### src/rtl/cardinal_nic_pkg.sv
// Shared constants and helpers for the cardinal NIC: register map, data width
// and the status-word layout used by both status registers.
package cardinal_nic_pkg;

  localparam int DATA_W = 64;

  localparam logic [1:0] ADDR_IN_BUF   = 2'b00;
  localparam logic [1:0] ADDR_IN_STAT  = 2'b01;
  localparam logic [1:0] ADDR_OUT_BUF  = 2'b10;
  localparam logic [1:0] ADDR_OUT_STAT = 2'b11;

  typedef logic [DATA_W-1:0] word_t;

  // Status registers report their full flag in the MSB, all other bits zero.
  function automatic word_t status_word(input logic full);
    return {full, {(DATA_W-1){1'b0}}};
  endfunction

endpackage

### src/rtl/cardinal_nic_channel_buf.sv
// One-packet channel buffer: a data register plus a full flag, filled by
// load and emptied by clear.
module nic_channel_buf
  import cardinal_nic_pkg::*;
(
  input  logic              clk,
  input  logic              reset,
  input  logic              load,
  input  logic              clear,
  input  logic [DATA_W-1:0] d,
  output logic [DATA_W-1:0] q,
  output logic              full
);

  // NOTE: the data register is reset as well as the flag, so a reset
  // leaves no stale packet readable through the buffer address.
  always_ff @(posedge clk or negedge reset) begin
    if (!reset) begin
      q    <= '0;
      full <= 1'b0;
    end else if (load) begin
      // NOTE: non-blocking assignments keep every flop sampling pre-edge values.
      q    <= d;
      full <= 1'b1;
    end else if (clear) begin
      full <= 1'b0;
    end
  end

endmodule

### src/rtl/cardinal_nic.sv
// Cardinal network interface: one-packet input and output channels between a
// processor register port and a router link with virtual-channel polarity.
module cardinal_nic
  import cardinal_nic_pkg::*;
(
  input  logic              clk,
  input  logic              reset,
  input  logic [1:0]        addr,
  input  logic [DATA_W-1:0] d_in,
  input  logic              nicEn,
  input  logic              nicEnWr,
  input  logic              net_ro,
  input  logic              net_polarity,
  input  logic              net_si,
  input  logic [DATA_W-1:0] net_dl,
  output logic              net_ri,
  output logic              net_so,
  output logic [DATA_W-1:0] net_do,
  output logic [DATA_W-1:0] d_out
);

  logic              rd_en, wr_en;
  logic              in_load, in_clear, in_full;
  logic              out_load, out_full, send;
  logic [DATA_W-1:0] in_buf, out_buf, rd_data;

  assign rd_en = nicEn & ~nicEnWr;
  assign wr_en = nicEn &  nicEnWr;

  // A packet arriving while full is dropped; the router saw net_ri low.
  assign in_load  = net_si & ~in_full;
  assign in_clear = rd_en & (addr == ADDR_IN_BUF);
  assign net_ri   = ~in_full;

  // out_load needs an empty buffer and send needs a full one, so they never collide.
  assign out_load = wr_en & (addr == ADDR_OUT_BUF) & ~out_full;
  assign send     = out_full & net_ro & (out_buf[DATA_W-1] == net_polarity);

  nic_channel_buf u_in_chan (
    .clk   (clk),
    .reset (reset),
    .load  (in_load),
    .clear (in_clear),
    .d     (net_dl),
    .q     (in_buf),
    .full  (in_full)
  );

  nic_channel_buf u_out_chan (
    .clk   (clk),
    .reset (reset),
    .load  (out_load),
    .clear (send),
    .d     (d_in),
    .q     (out_buf),
    .full  (out_full)
  );

  always_comb begin
    // NOTE: default first so no path through the case leaves rd_data unassigned (no latch).
    rd_data = '0;
    case (addr)
      ADDR_IN_BUF:   rd_data = in_buf;
      ADDR_IN_STAT:  rd_data = status_word(in_full);
      ADDR_OUT_BUF:  rd_data = out_buf;
      ADDR_OUT_STAT: rd_data = status_word(out_full);
      default:       rd_data = '0;
    endcase
  end

  always_ff @(posedge clk or negedge reset) begin
    if (!reset) begin
      d_out <= '0;
    end else if (rd_en) begin
      d_out <= rd_data;
    end
  end

  always_ff @(posedge clk or negedge reset) begin
    if (!reset) begin
      net_so <= 1'b0;
      net_do <= '0;
    end else begin
      net_so <= send;
      if (send) net_do <= out_buf;
    end
  end

endmodule

### config.mk
export PLATFORM = sky130hd
export DESIGN_NAME = cardinal_nic
export DESIGN_NICKNAME = d
export VERILOG_FILES = /design/src/rtl/cardinal_nic_pkg.sv /design/src/rtl/cardinal_nic_channel_buf.sv /design/src/rtl/cardinal_nic.sv
export SDC_FILE = /design/constraint.sdc
export NUM_CORES = 1
export LEC_CHECK = 0
export BUFFER_PORTS_ARGS = -buffer_cell sky130_fd_sc_hd__buf_4
export CAP_MARGIN = 20
export CORE_AREA = 2 2 117 165
export DETAILED_ROUTE_END_ITERATION = 7
export DIE_AREA = 0 0 119 167
export MAX_ROUTING_LAYER = met4
export PLACE_DENSITY = 0.94
export SETUP_SLACK_MARGIN = 0.5
export SLEW_MARGIN = 20
export SYNTH_ARGS = -nofsm -noshare
export SYNTH_HDL_FRONTEND = slang
export SYNTH_SLANG_ARGS = --single-unit
### constraint.sdc
create_clock -name clk -period 3.7 [get_ports clk]
set_input_delay 0.37 -clock clk [delete_from_list [all_inputs] [get_ports clk]]
set_output_delay 0.37 -clock clk [all_outputs]
set_load 0.01 [all_outputs]
After elaboration in Yosys (flattened, before gate mapping)

Index checks and enable logic that the tools add are counted.

Output and inout port bits: 130
Bits in registers: 259

Equality and inequality tests: 4
Multiplexer cells: 5
Reductions and logical operators: 3
Bitwise operators: 11

Operators with widths:

| kind                 | number |
|---|---|
| $pmux W64 S4         | 1 |
| $and A1 B1 Y1        | 8 |
| $eq A2 B2 Y1 const B | 2 |
| $mux W1              | 4 |
| $reduce_bool A2 Y1   | 2 |
| $not A1 Y1           | 3 |
| $eq A2 B1 Y1 const B | 1 |
| $logic_not A2 Y1     | 1 |
| $eq A1 B1 Y1         | 1 |

Longest topological paths before layout

Depth in word-level cells: 5
Mapped depth: 5
Gate-level depth less buffers: 3

By module

Synthesis repeated with hierarchy kept, for this count alone.

Cell total of the unflattened synthesis: 697
Area total of the unflattened synthesis: 10855.4 um2

By module, submodules not included:

| module          | area an instance (um2) | cells an instance | times used |
|---|---|---|---|
| cardinal_nic    | 5625.4                 | 421               | 1 |
| nic_channel_buf | 2615.0                 | 138               | 2 |

Worst setup path before layout

OpenSTA, ideal clock, no wires.

Kind: register to register
Start: reg u_out_chan.q[63]
End: reg net_do[15]
Path slack: 2.248 ns
Stages on the path, launching flop included: 6
Period minus slack after synthesis: 1.452 ns
Library setup time: 0.125 ns
Arrival time: 1.326 ns
Path through: dfrtp_1 xnor2_1 and3_4 buf_6 buf_12 mux2_4

Word-level cells in the longest chain between the ends: 2

RTL lines:

| what                     | RTL line                       | text |
|---|---|---|
| start: declaration       | cardinal_nic_channel_buf.sv:11 | `output logic [DATA_W-1:0] q,` |
| start signal: assignment | cardinal_nic_channel_buf.sv:19 | `q <= '0;` |
| start signal: assignment | cardinal_nic_channel_buf.sv:23 | `q <= d;` |
| $eq A1 B1 Y1             | cardinal_nic.sv:37             | `assign send = out_full & net_ro & (out_buf[DATA_W-1] == net_polarity);` |
| $and A1 B1 Y1            | cardinal_nic.sv:37             |  |
| end signal: assignment   | cardinal_nic.sv:85             | `if (send) net_do <= out_buf;` |
| end: declaration         | cardinal_nic.sv:18             | `output logic [DATA_W-1:0] net_do,` |

Every way passes these cells.
A chain may end at the register's enable or synchronous reset.

Worst setup path after layout

Start: reg u_in_chan.full
End: reg u_in_chan.q[11]

Word-level cells in the longest chain between the ends: 2

RTL lines:

| what                     | RTL line                       | text |
|---|---|---|
| start: declaration       | cardinal_nic_channel_buf.sv:12 | `output logic full` |
| start signal: assignment | cardinal_nic_channel_buf.sv:20 | `full <= 1'b0;` |
| start signal: assignment | cardinal_nic_channel_buf.sv:24 | `full <= 1'b1;` |
| start signal: assignment | cardinal_nic_channel_buf.sv:26 | `full <= 1'b0;` |
| $not A1 Y1               | cardinal_nic.sv:31             | `assign in_load = net_si & ~in_full;` |
| $and A1 B1 Y1            | cardinal_nic.sv:31             |  |
| end signal: assignment   | cardinal_nic_channel_buf.sv:19 |  |
| end signal: assignment   | cardinal_nic_channel_buf.sv:23 |  |
| end: declaration         | cardinal_nic_channel_buf.sv:11 |  |

Every way passes these cells.

==> impl_summary.log <==
[metrics] First DRT Iteration DRCs: between 400 and 500
[metrics] Setup Skew: around 0.013 ns
[metrics] total via count after detailed routing: 6679
[metrics] Post-Place Cell Area: ~13000 um2
[metrics] clock tree from TritonCTS: done
[metrics] die area: 19900 um2
[metrics] Yosys top cell by area: sky130_fd_sc_hd__dfrtp_1
[metrics] Port-buffer cells: 266
[metrics] global placer's final weighted congestion: 0.818
[metrics] sinks on the clock net: roughly 260
[metrics] antenna violations before repair: 1
[metrics] cell chosen for the clock root: sky130_fd_sc_hd__clkbuf_16
[metrics] top fanout value on the critical path: 44
[metrics] core outline area: 18400 um2
[metrics] cell types occupying the most area after synthesis: sky130_fd_sc_hd__dfrtp_1, sky130_fd_sc_hd__mux2_2, sky130_fd_sc_hd__mux2i_1
[metrics] maximum vdd ir drop: slightly below 0.6 mV
[metrics] path category of the worst min-delay check: in -> reg
[metrics] Pwr Density: between 800 and 900 nW/um2
[metrics] critical path type: reg -> reg
[metrics] number of buffers on the longest clock path: 3
[metrics] number of filler instances in the final layout: between 1000 and 1500
[metrics] Worst Setup End Kind: flop
[metrics] die boundary width: 119 um
[metrics] summed instance area of the synthesized netlist: approximately 10000 um2
[metrics] crit path launch type: flop
[metrics] core occupancy in the finished layout: a little over 70%
[metrics] Post-CTS Resized: 0
[metrics] post-route design area: 13400 um2
[metrics] number of top-level design ports: 267
[metrics] static leakage: between 6 and 7 nW
[metrics] Final Setup Violations: 0
[metrics] clk_lat worst skew: a little over 0.5 ns
[metrics] routed wire length: roughly 25 mm
[metrics] Post-Synthesis Net Count: ~830
[metrics] final hold violation count: 0
[metrics] detailed-route DRC error count: 0
[metrics] final critical path time including I/O delays and setup: 1.92 ns
[metrics] global route overflow: 0
[metrics] Max-Cap Viols: 0
[metrics] iteration count of the initial detailed-routing pass: 4
[metrics] Post-DRT Antenna Nets: 0
[metrics] Chip Height: roughly 170 um
[metrics] average detailed-routed wire length per instance: between 20 and 25 um
[metrics] unrepaired setup endpoints after global routing: false
[metrics] Placement Rows: 59
[metrics] synth unique cells: 23
[metrics] drt via density: roughly 5.5
[metrics] fraction of layout instances using a drive strength above 1: about 52%
[metrics] count of state elements after synthesis: ~260
[metrics] Worst-Margin Slew: 1.00 ns
[metrics] total global-route track usage: approximately a quarter
[metrics] first-pass GRT wire length: between 30 and 40 mm
[metrics] worst max-slew margin expressed relative to the limit: between 30 and 40%
[metrics] maximum clock frequency: roughly 520 MHz
[metrics] share of the yosys chip area belonging to registers: 62.6%
[metrics] status: finished clean
[metrics] post-detailed-placement half-perimeter wirelength: 16.3 mm
[metrics] required time of the worst setup path: ~4 ns
[metrics] starting utilization of the core area: a little under three fifths
[metrics] total CTS buffers: 24
[metrics] post-synthesis instance total: ~700
[metrics] Fin Setup TNS: 0 ns
[metrics] post-synthesis to final-layout area growth: 29.0%
[metrics] Crit path arrival time: roughly 2.3 ns
[metrics] count of nets after finishing: 1095
[metrics] maximum number of pins on one net before global-route repair: 144
[metrics] vias in the first global route: 7530
[metrics] period utilization: between 50% and 60%
[metrics] H-tree lvl count: 1
[metrics] fraction of post-synthesis cell area in the top cell type by area: between 60% and 70%
[metrics] number of synthesis warnings: 0
[metrics] Final Slew Violations: 0
[metrics] clock slew at reported path FFs: approximately 0.060 ns
[metrics] Mapped Avg Cell Area: ~15 um2
-- stage by stage --
stage          setup slack, ns  instances  total power (W)  hold WS [ns]
6_report                  1.78       1218           0.0108        0.0906
5_1_grt                   1.68       1218           0.0113        0.0757
3_3_place_gp              1.37       1174          0.00804         0.464
4_1_cts                   1.74       1215           0.0109        0.0587
3_5_place_dp              1.37       1174          0.00829         0.474
2_1_floorplan             2.25        696          0.00674        0.0744
-- cell usage in the layout (no fill, tap or decap), drive strengths merged, types with 2 or more instances in the layout --
master,netlist,routed
inv,2,2
bufinv,0,3
clkinv,0,3
buf,29,277
clkbuf,13,35
mux2,193,193
dfrtp,259,259
o21ai,64,64
mux2i,63,63
nand2,63,63
-- final timing paths --
path,from,to,slack (ns),cells after the start
setup / recovery,u_in_chan.full,u_in_chan.q[11],1.78,3
hold / removal,net_dl[9],u_in_chan.q[9],0.09,2
setup reg to reg,u_in_chan.full,u_in_chan.q[11],1.78,3
hold reg to reg,d_out[25],d_out[25],0.48,2
max in group asynchronous,reset,net_do[41],2.10,4
min in group asynchronous,reset,d_out[59],0.43,2
-- kinds of logic after synthesis --
| logic type | after synthesis | synth area share (%) |
|---|---|---|
| multiplexers | 257 | 28.7 |
| flip-flops | 259 | 62.6 |
| buffers and inverters | 44 | 2.71 |
| XOR/XNOR | 1 | 0.0846 |
| AND/OR/NAND/NOR | 70 | 2.72 |
| AO/OA/AOI/OAI | 65 | 3.17 |
-- synthesized netlist by cell type (all sizes together) --
cell	count
o21ai	64
xnor2	1
mux4	1
buf	29
clkbuf	13
nor3	1
nand4	1
nor2b	1
mux2	193
or2	1
o21bai	1
inv	2
nor2	1
dfrtp	259
nand2	63
mux2i	63
nand2b	1
and3	1
-- sequential cells by signal (all words and copies together) (netlist names) --
signal / flops
net_so: 1
u_out_chan.q: 64
u_out_chan.full: 1
u_in_chan.full: 1
net_do: 64
u_in_chan.q: 64
d_out: 64
-- layer usage --
metal  part of all wire, %  GRT usage [%]  vias up  wire, um
met4                   4.4           12.2        0      1110
met3                   4.4           3.80       64      1110
met2                    53           45.3      240     13400
li1                      -              -     2944         -
met5                     0              -        -         0
met1                    38           30.3     3431      9600
-- report_power, final --
part | switching (W) | internal, W | total (W)
Combinational | 0.00132 | 0.00205 | 0.00338
Sequential | 0.000818 | 0.00407 | 0.00489
Clock | 0.00101 | 0.00152 | 0.00253
-- cell type report --
type                            count  area (um2)  share of cell area, %
Sequential cell                   259        6480                   48.5
Multi-Input combinational cell    393        3600                   27.0
Timing Repair Buffer              278        2150                   16.1
Clock buffer                       35         703                   5.26
Tap cell                          244         305                   2.28
Clock inverter                      6         105                  0.786
Inverter                            2        7.51                 0.0562
Antenna cell                        1        2.50                 0.0187
-- critical path, cell delays in order, from the launching register on --
cell and delay [ns]:
sky130_fd_sc_hd__dfrtp_1 0.43, sky130_fd_sc_hd__nor2b_4 0.61, sky130_fd_sc_hd__buf_12 0.37, sky130_fd_sc_hd__mux2_2 0.39
-- repair_timing --
action,in CTS,in global routing
hold buffers,0,1
endpoints found under the hold margin,0,71
setup buffers,0,0
Note: power is estimated with default switching activity, not from simulation.
